===== src/rtl/tour_cmd_seq_if.sv =====
// RemoteComm command/response handshake bundle between the sequencer (master)
// and the RemoteComm transmitter/receiver (slave).
interface tour_cmd_seq_if;
  logic [15:0] cmd;
  logic        snd_cmd;
  logic        cmd_snt;
  logic        resp_rdy;
  logic [7:0]  resp;

  modport master (
    output cmd,
    output snd_cmd,
    input  cmd_snt,
    input  resp_rdy,
    input  resp
  );

  modport slave (
    input  cmd,
    input  snd_cmd,
    output cmd_snt,
    output resp_rdy,
    output resp
  );
endinterface


===== src/rtl/tour_cmd_seq.sv =====
// Queued command sequencer for RemoteComm with ack/NAK/timeout handling.
// Optional macro TOUR_SEQ_RETRY_EN: retry a timed-out command up to twice before erroring.
module tour_cmd_seq #(
  parameter int TIMEOUT_CLKS = 100000000,
  parameter int DEPTH        = 8
) (
  input  logic           clk,
  input  logic           rst_n,
  input  logic           load,
  input  logic [15:0]    load_cmd,
  input  logic           start,
  input  logic           abort,
  tour_cmd_seq_if.master rc,
  output logic           full,
  output logic           empty,
  output logic           busy,
  output logic           done,
  output logic           err,
  output logic [1:0]     err_code,
  output logic [7:0]     acked
);

  localparam int PTR_W = (DEPTH > 1) ? $clog2(DEPTH) : 1;
  localparam int CNT_W = PTR_W + 1;
  localparam int TMO_W = (TIMEOUT_CLKS > 1) ? $clog2(TIMEOUT_CLKS) : 1;
  localparam logic [CNT_W-1:0] DEPTH_C  = CNT_W'(DEPTH);
  localparam logic [TMO_W-1:0] TMO_LAST = TMO_W'(TIMEOUT_CLKS - 1);
  localparam logic [7:0]       ACK_BYTE = 8'hA5;

  typedef enum logic [2:0] {IDLE, SEND, WAIT_SNT, WAIT_RESP, ERROR} state_e;

  state_e             state_q, state_d;
  logic [15:0]        mem_q [DEPTH];
  logic [PTR_W-1:0]   rd_ptr_q, rd_ptr_d, wr_ptr_q, wr_ptr_d;
  logic [CNT_W-1:0]   count_q, count_d;
  logic [TMO_W-1:0]   tmo_q, tmo_d;
  logic [15:0]        cmd_q, cmd_d;
  logic               snd_cmd_q, snd_cmd_d;
  logic               full_q, full_d, empty_q, empty_d;
  logic               busy_q, busy_d, done_q, done_d, err_q, err_d;
  logic [1:0]         err_code_q, err_code_d;
  logic [7:0]         acked_q, acked_d;
  logic               push_s, pop_s, start_acc_s, timeout_hit_s, retry_left_s;
  logic               bypass_s;
  logic [15:0]        head_s;

  // Next-state, queue bookkeeping and registered-output computation.
  always_comb begin
    state_d       = state_q;
    rd_ptr_d      = rd_ptr_q;
    wr_ptr_d      = wr_ptr_q;
    count_d       = count_q;
    tmo_d         = tmo_q;
    cmd_d         = cmd_q;
    done_d        = 1'b0;
    err_d         = err_q;
    err_code_d    = err_code_q;
    acked_d       = acked_q;
    pop_s         = 1'b0;
    start_acc_s   = 1'b0;
    timeout_hit_s = 1'b0;
    push_s        = load && !abort && (count_q != DEPTH_C);

    if (abort) begin
      state_d  = IDLE;
      rd_ptr_d = '0;
      wr_ptr_d = '0;
      count_d  = '0;
      tmo_d    = '0;
    end else begin
      case (state_q)
        IDLE, ERROR: begin
          if (start) begin
            start_acc_s = 1'b1;
            err_d       = 1'b0;
            err_code_d  = 2'b00;
            acked_d     = 8'd0;
            if (count_q != '0) begin
              state_d = SEND;
            end else begin
              state_d = IDLE;
              done_d  = 1'b1;
            end
          end else begin
            state_d = state_q;
          end
        end
        SEND: begin
          state_d = WAIT_SNT;
        end
        WAIT_SNT: begin
          if (rc.cmd_snt) begin
            state_d = WAIT_RESP;
            tmo_d   = '0;
          end else begin
            state_d = WAIT_SNT;
          end
        end
        WAIT_RESP: begin
          if (rc.resp_rdy) begin
            if (rc.resp == ACK_BYTE) begin
              pop_s   = 1'b1;
              acked_d = (acked_q == 8'hFF) ? acked_q : acked_q + 8'd1;
              // A load landing in this same cycle keeps the sequence going.
              if ((count_q != CNT_W'(1)) || push_s) begin
                state_d = SEND;
              end else begin
                state_d = IDLE;
                done_d  = 1'b1;
              end
            end else begin
              state_d    = ERROR;
              err_d      = 1'b1;
              err_code_d = 2'b01;
            end
          end else if (tmo_q == TMO_LAST) begin
            timeout_hit_s = 1'b1;
            if (retry_left_s) begin
              state_d = SEND;
            end else begin
              state_d    = ERROR;
              err_d      = 1'b1;
              err_code_d = 2'b10;
            end
          end else begin
            tmo_d = tmo_q + TMO_W'(1);
          end
        end
        default: begin
          state_d = IDLE;
        end
      endcase

      if (push_s) begin
        wr_ptr_d = wr_ptr_q + PTR_W'(1);
      end else begin
        wr_ptr_d = wr_ptr_q;
      end
      if (pop_s) begin
        rd_ptr_d = rd_ptr_q + PTR_W'(1);
      end else begin
        rd_ptr_d = rd_ptr_q;
      end
      count_d = count_q + CNT_W'(push_s) - CNT_W'(pop_s);
    end

    // The new head may be the word being written this very cycle.
    bypass_s = push_s && (count_q == CNT_W'(pop_s));
    head_s   = bypass_s ? load_cmd : mem_q[rd_ptr_d];
    if (state_d == SEND) begin
      cmd_d = head_s;
    end else begin
      cmd_d = cmd_q;
    end
    snd_cmd_d = (state_d == SEND);
    busy_d    = (state_d == SEND) || (state_d == WAIT_SNT) || (state_d == WAIT_RESP);
    full_d    = (count_d == DEPTH_C);
    empty_d   = (count_d == '0);
  end

  // State, queue pointers and registered outputs.
  always_ff @(posedge clk) begin
    if (!rst_n) begin
      state_q    <= IDLE;
      rd_ptr_q   <= '0;
      wr_ptr_q   <= '0;
      count_q    <= '0;
      tmo_q      <= '0;
      cmd_q      <= 16'h0000;
      snd_cmd_q  <= 1'b0;
      full_q     <= 1'b0;
      empty_q    <= 1'b1;
      busy_q     <= 1'b0;
      done_q     <= 1'b0;
      err_q      <= 1'b0;
      err_code_q <= 2'b00;
      acked_q    <= 8'd0;
    end else begin
      state_q    <= state_d;
      rd_ptr_q   <= rd_ptr_d;
      wr_ptr_q   <= wr_ptr_d;
      count_q    <= count_d;
      tmo_q      <= tmo_d;
      cmd_q      <= cmd_d;
      snd_cmd_q  <= snd_cmd_d;
      full_q     <= full_d;
      empty_q    <= empty_d;
      busy_q     <= busy_d;
      done_q     <= done_d;
      err_q      <= err_d;
      err_code_q <= err_code_d;
      acked_q    <= acked_d;
    end
  end

  // Queue storage; validity is defined by the pointers, so no reset is needed.
  always_ff @(posedge clk) begin
    if (rst_n && push_s) begin
      mem_q[wr_ptr_q] <= load_cmd;
    end
  end

`ifdef TOUR_SEQ_RETRY_EN
  logic [1:0] retry_q, retry_d;

  // Retry count for the current head: cleared on pop or start, bumped per retried timeout.
  always_comb begin
    if (pop_s || start_acc_s) begin
      retry_d = 2'd0;
    end else if (timeout_hit_s && retry_left_s) begin
      retry_d = retry_q + 2'd1;
    end else begin
      retry_d = retry_q;
    end
  end

  // Retry counter register.
  always_ff @(posedge clk) begin
    if (!rst_n) begin
      retry_q <= 2'd0;
    end else begin
      retry_q <= retry_d;
    end
  end

  assign retry_left_s = (retry_q != 2'd2);
`else
  assign retry_left_s = 1'b0;
`endif

  assign rc.cmd     = cmd_q;
  assign rc.snd_cmd = snd_cmd_q;
  assign full       = full_q;
  assign empty      = empty_q;
  assign busy       = busy_q;
  assign done       = done_q;
  assign err        = err_q;
  assign err_code   = err_code_q;
  assign acked      = acked_q;

endmodule


===== src/flat_wrapper.sv =====
// flat-port wrapper written by rule: the top's interface ports become plain ports
module tour_cmd_seq_flat 
#(
  parameter int TIMEOUT_CLKS = 100000000,
  parameter int DEPTH        = 8
)
  (clk, rst_n, load, load_cmd, start, abort, full, empty, busy, done, err, err_code, acked, rc_cmd, rc_snd_cmd, rc_cmd_snt, rc_resp_rdy, rc_resp);
  tour_cmd_seq_if rc_i ();
  input  logic clk;
  input  logic rst_n;
  input  logic load;
  input  logic [15:0] load_cmd;
  input  logic start;
  input  logic abort;
  output logic full;
  output logic empty;
  output logic busy;
  output logic done;
  output logic err;
  output logic [1:0] err_code;
  output logic [7:0] acked;
  output wire logic [$bits(rc_i.cmd)-1:0] rc_cmd;
  output wire logic [$bits(rc_i.snd_cmd)-1:0] rc_snd_cmd;
  input wire logic [$bits(rc_i.cmd_snt)-1:0] rc_cmd_snt;
  input wire logic [$bits(rc_i.resp_rdy)-1:0] rc_resp_rdy;
  input wire logic [$bits(rc_i.resp)-1:0] rc_resp;
  assign rc_cmd = rc_i.cmd;
  assign rc_snd_cmd = rc_i.snd_cmd;
  assign rc_i.cmd_snt = rc_cmd_snt;
  assign rc_i.resp_rdy = rc_resp_rdy;
  assign rc_i.resp = rc_resp;
  tour_cmd_seq #(.TIMEOUT_CLKS(TIMEOUT_CLKS), .DEPTH(DEPTH)) u_core (.clk(clk), .rst_n(rst_n), .load(load), .load_cmd(load_cmd), .start(start), .abort(abort), .rc(rc_i), .full(full), .empty(empty), .busy(busy), .done(done), .err(err), .err_code(err_code), .acked(acked));
endmodule

===== config.mk =====
export PLATFORM = sky130hd
export DESIGN_NAME = tour_cmd_seq_flat
export DESIGN_NICKNAME = d
export VERILOG_FILES = /design/src/rtl/tour_cmd_seq_if.sv /design/src/rtl/tour_cmd_seq.sv /design/src/flat_wrapper.sv
export SDC_FILE = /design/constraint.sdc
export NUM_CORES = 1
export LEC_CHECK = 0
export CORE_MARGIN = 1
export CORE_UTILIZATION = 50
export DETAILED_ROUTE_END_ITERATION = 8
export PLACE_DENSITY = 0.67
export SETUP_SLACK_MARGIN = 0.05
export SLEW_MARGIN = 40
export SYNTH_ARGS = -nofsm -noshare
export SYNTH_HDL_FRONTEND = slang
export SYNTH_SLANG_ARGS = --single-unit

===== constraint.sdc =====
create_clock -name clk -period 3.8 [get_ports clk]
set_input_delay 1.14 -clock clk [delete_from_list [all_inputs] [get_ports clk]]
set_output_delay 1.14 -clock clk [all_outputs]
set_load 0.005 [all_outputs]

Yosys cells after proc, flatten, opt, wreduce, memory -nomap -nowiden
Memories as Yosys holds them, arrays and structs flattened.
Index checks and enable logic that the tools add are counted.
{ "classes": {"n_mux": 45, "addsub": 6, "n_eq_ne": 23, "bitwise_logic": 2, "reduce_logical": 18} }
{ "op_table": {"columns": ["op", "count"], "rows": [
  ["$mux 27", 3],
  ["$pmux 27 s2", 1],
  ["$mux 8", 4],
  ["$add 27x1->27 const B", 1],
  ["$eq 27x27->1 const B", 1],
  ["$mux 3", 7],
  ["$mux 1", 19],
  ["$eq 8x8->1 const B", 2],
  ["$mux 16", 1],
  ["$pmux 8 s2", 1],
  ["$eq 3x2->1 const B", 4],
  ["$ne 2x2->1 const B", 6],
  ["$pmux 3 s4", 1],
  ["$add 8x1->8 const B", 1],
  ["$mux 2", 4],
  ["$add 3x1->3 const B", 2],
  ["$eq 3x1->1 const B", 2],
  ["$reduce_and 6->1", 1],
  ["$reduce_and 5->1", 1],
  ["$add 4x1->4", 1],
  ["$eq 4x1->1", 1],
  ["$eq 4x4->1 const B", 1],
  ["$logic_and 1x1->1", 4],
  ["$logic_not 4->1", 1],
  ["other kinds (18)", 24]
]} }
{ "word_totals": {"word_cells": 109, "mem_count": 1, "output_inout_bits": 32, "ram_bits": 128, "inputBits": 31, "reg_bits": 72} }
{ "mem_list": {"columns": ["memory", "words", "word_bits", "read_ports", "rd_clocked_by_memory_dff", "write_ports", "line_no", "text"], "rows": [
  ["u_core.mem_q", 8, 16, 1, 0, 1, "tour_cmd_seq.sv:33", "logic [15:0] mem_q [DEPTH];"]
]} }

Logic depth before layout (Yosys ltp)
Gate-level depths: netlist (run 1).
{ "logic_depth": {"word_depth": 12, "depth_mapped": 14, "mapped_depth_nobuf": 11} }

Worst setup path after synthesis (run 1)
No wires, ideal clock.
{ "synth_path": {"kind": "input port to flip-flop", "from": "input port abort", "to": "memory u_core.mem_q[0][0] (enable)", "arrival_time_ns": 3.086, "required_time_ns": 3.391, "stages": 4, "setup_time_ns": 0.409, "path_buffers": 1, "slack_ns": 0.304, "path_cell_list": "clkbuf_1 > nand2b_1 > or3_1 > nor3_1"} }
{ "synth_via": {"elab_chain_len": 6} }
{ "synth_rtl": {"columns": ["item", "line_no", "text"], "rows": [
  ["start, declared", "flat_wrapper.sv:14", "input logic abort;"],
  ["$logic_not 1->1", "tour_cmd_seq.sv:62", "push_s = load && !abort && (count_q != DEPTH_C);"],
  ["$logic_and 1x1->1 (2 in a row)", "tour_cmd_seq.sv:62", null],
  ["$logic_and 1x1->1", "tour_cmd_seq.sv:198", "if (rst_n && push_s) begin"],
  ["$mux 1", "tour_cmd_seq.sv:198", null],
  ["$mux 1 (implied by the code)", "tour_cmd_seq.sv:199", "mem_q[wr_ptr_q] <= load_cmd;"],
  ["end, declared", "tour_cmd_seq.sv:33", null]
]} }
No other way between the ends.

Final worst setup path (run 1)
{ "layout_path": {"from": "input port rc_resp_rdy", "to": "register u_core.cmd_q[12] (netlist: u_core.rc.cmd[12])"} }
{ "layout_via": {"elab_chain_len": 7, "elab_cells_between_ends": 14, "classes_between": "eq/ne: 2; mux: 10; reduce/logical: 1; memory: 1"} }
{ "layout_rtl": {"columns": ["item", "line_no", "text"], "rows": [
  ["start, declared", "flat_wrapper.sv:25", "input wire logic [$bits(rc_i.resp_rdy)-1:0] rc_resp_rdy;"],
  ["$mux 1", "tour_cmd_seq.sv:100", "if (rc.resp_rdy) begin"],
  ["$mux 1", "tour_cmd_seq.sv:71", "case (state_q)"],
  ["$mux 1", "tour_cmd_seq.sv:64", "if (abort) begin"],
  ["$mux 3 or $mux 1 (tied branches)", "tour_cmd_seq.sv:139, tour_cmd_seq.sv:64", null],
  ["$mux 3 or $eq 4x1->1 (tied branches)", "tour_cmd_seq.sv:64, tour_cmd_seq.sv:148", null],
  ["$mem_v2 8x16 or $logic_and 1x1->1 (tied branches)", null, null],
  ["$mux 16", "tour_cmd_seq.sv:149", "head_s = bypass_s ? load_cmd : mem_q[rd_ptr_d];"],
  ["end signal, assigned", "tour_cmd_seq.sv:184", "cmd_q <= cmd_d;"],
  ["end, declared", "tour_cmd_seq.sv:37", "logic [15:0] cmd_q, cmd_d;"]
]} }
Parallel ways exist; a longest one is shown, timed or not. The select of a mux whose other input is x is not followed.
A chain may end at the register's enable or synchronous reset.

==> impl_metrics.tcl, run 1 <==
set metrics [dict create \
    layout.nets 836 \
    synth_area_leaders "edfxtp_1 45%, dfxtp_1 17%, nor2_1 2.8%" \
    rows 47 \
    io_buffers 62 \
    p_leak_nw 3.42 \
    grt_overflow 0 \
    post-route-cell-area_um2 10300 \
    dp_hpwl_mm 13.1 \
    drive_gt1_share_pct 12.0 \
    first_pass_iters 5 \
    crit_family "compound AO/OA/AOI/OAI gates" \
    finalClockSkew_ns 0.0104 \
    async_reset_ff_share_pct 0 \
    synth_top_area_share_pct 44.8 \
    grt_use_total_pct 23.6 \
    cellPowerDensity_nw_per_um2 415 \
    seq_power_share_pct 54.3 \
    yosysSeqAreaShare_pct 61.5 \
    cts_buffer_depth 2 \
    vias 6150 \
    max_stage_delay_ns 0.51 \
    yosysMostFrequentCell "edfxtp_1" \
    start_util_pct 51.4 \
    max_slew_margin_pct 56.6 \
    ant_nets 0 \
    finalWeightedCongestion 0.842 \
    drtIter0Drc 520 \
    synth-warning-count 0 \
    clkPwrFrac_pct 42.5 \
    drc 0 \
    setup_violations 0 \
    rsz0062_at_grt "false" \
    synth_seq_cells 200 \
    cts_root_buf "clkbuf_16" \
    setup_slack_ns 0.566 \
    timing.hold.ws_ns 0.446 \
    cts_buffers 17 \
    grt_max_degree 37 \
    vdd_ir_drop_max_uv 369 \
    die_w_um 133 \
    worstPathRequired_ns 4.13 \
    postCtsHoldBufs 0 \
    fin_crit_ns 3.23 \
    detail_route.wl_per_cell_um 19.5 \
    clk_pin_slew_ns 0.08 \
    final_cells 1027 \
    p_comb_share_pct 3.2 \
    crit_path_top_delay_cell "clkdlybuf4s50_1" \
    post_cts_resized 0 \
    crit_arrival_ns 3.57 \
    synthDistinctLibCells 67 \
    crit_top_cell "buf_4" \
    post-route-util_pct 61.7 \
    hp-class "reg -> reg" \
    core-area_um2 16700 \
    routed_wl_mm 20.0 \
    synth_area_per_cell_um2 12.2 \
    io_pins 63 \
    maxCapViolCount 0 \
    crit_chain "clkdlybuf4s50_1 -> nand4b_2 -> buf_4 -> o31ai_2 -> a21oi_4 -> buf_12 -> buf_4 -> a211oi_1 -> nor2_1 -> a32o_1" \
    grt_pass1_vias 6099 \
    clk-insertion-delay-late_ns 0.44 \
    cts.sinks 200 \
    crit_path_max_fanout 36 \
    slew_violations 0 \
    cts_setup_buffers 0 \
    netlist_area_um2 8590 \
    dp.cells 995 \
    grt_pass1_wl_mm 32.1 \
    crit_path_end_kind "register" \
    max_freq_mhz 309 \
    worst_setup_path_start_kind "input port" \
    antenna_found_initial 0 \
    critPathBufInv 4 \
    syn_inst 706 \
    power.switching_mw 0.954 \
    power.total_mw 4.28 \
    post-route-period-util_pct 85.1 \
    drt-vias-per-instance 5.99 \
    pre_cts_ws_ns 0.176 \
    status "finished clean" \
    synthTopCellsByCount "128 x edfxtp_1, 72 x dfxtp_1, 65 x nor2_1" \
    hold_violations 0 \
    p_int_mw 3.33 \
    synth_edf_count 128 \
    p_sw_share_pct 22.3 \
    die_area_um2 17700 \
    cts_tree "yes" \
    tns_ns 0 \
    dominantRegCellSynth "edfxtp_1" \
    syn2layout_area_growth_pct 20.1 \
    insertedDiodeCount 0 \
    syn_nets 748 \
    cts_max_level 4 \
    crit_type "in -> reg" \
    fp.dieH_um 133 \
    tightest_slew_ns 0.646 \
    placed_area_um2 9720 \
    synth_top_area_cell "edfxtp_1" \
]
[state kept, by name, summed over array words and instances, names as in the netlist]
signal             count
u_core.rc.snd_cmd      1
u_core.rc.cmd         16
u_core.acked           8
u_core.state_q         3
u_core.busy            1
u_core.err             1
u_core.full            1
u_core.wr_ptr_q        3
u_core.tmo_q          27
u_core.mem_q         128
u_core.empty           1
u_core.done            1
u_core.rd_ptr_q        3
u_core.count_q         4
u_core.err_code        2
[area by class of cell]
cell class              count  area [um2]
flip-flops and latches    200        5290
well taps                 220         275
inverters                  11        41.3
repair buffers            108        1020
multi-input cells         456        3100
clock inverters            14         154
fillers                  1315        6390
clock buffers              18         439
[kinds of logic (layout without fill, tap and decap cells)]
kind of cell             count (synthesis)  after routing  synth area share, %
multiplexers                            23             23                 2.71
flip-flops                             200            200                 61.5
AO/OA/AOI/OAI                          154            154                 13.7
AND/OR/NAND/NOR                        234            234                 14.2
adder cells (fa/ha/maj)                 11             11                 1.69
XOR/XNOR                                34             34                 3.47
buffers and inverters                   50            151                 2.70
[power groups by stage]
stage | Combinational, mW | Sequential (mW) | Clock (mW)
finish | 0.137 | 2.33 | 1.82
global route | 0.149 | 2.33 | 1.92
CTS | 0.137 | 2.33 | 1.84
detailed placement | 0.137 | 2.38 | 0
global placement | 0.133 | 2.38 | 0
floorplan | 0.0508 | 2.37 | 0
[worst paths after layout]
kind,cells after the start,end,startpoint,slack [ns]
setup / recovery,10,u_core.rc.cmd[12]$_SDFFE_PN0P_,rc_resp_rdy,0.57
hold reg to reg,2,u_core.err$_SDFFE_PN0P_,u_core.err$_SDFFE_PN0P_,0.45
hold / removal,2,u_core.err$_SDFFE_PN0P_,u_core.err$_SDFFE_PN0P_,0.45
setup reg to reg,9,u_core.rc.cmd[12]$_SDFFE_PN0P_,u_core.state_q[0]$_SDFF_PN0_,1.23
[worst min-delay path, cell delays in order, from the launching register on]
cell and delay [ns]:
dfxtp_1 0.31, inv_1 0.04, a21oi_1 0.05
[metal layers]
metal,global-route usage [%],vias to the layer above,wire (um)
li1,-,2883,-
met1,30.8,3025,8710
met2,39.8,206,9800
met3,4.29,36,1110
met4,7.79,0,371
met5,0,-,0
[placed cells by master (no fill, tap or decap), drive strengths merged, types with 4 or more instances in the layout]
master	Yosys	layout
nand4b	4	4
nor2	66	66
mux2i	21	21
edfxtp	128	128
nand4	19	19
xor2	25	25
and4	4	4
a21oi	28	28
clkbuf	23	18
or3	4	4
and3	11	11
o21ai	8	8
a32oi	16	16
buf	16	46
inv	11	18
nand3	15	15
a22o	16	16
nor2b	5	5
clkdlybuf4s50	0	62
clkinv	0	5
nor3	8	8
xnor2	9	9
and2	5	5
nor3b	6	6
dfxtp	72	72
ha	10	10
a211oi	30	30
nor4	8	8
nand2b	11	11
o22ai	15	15
a32o	15	15
nand2	52	52
(Power assumes the default switching activity.)
==> run 2, diff against run 1 <==
CAP_MARGIN = 20   (was unset)
==> results of run 2 <==
Final layout, timing and power as in run 1 (identical DEF).
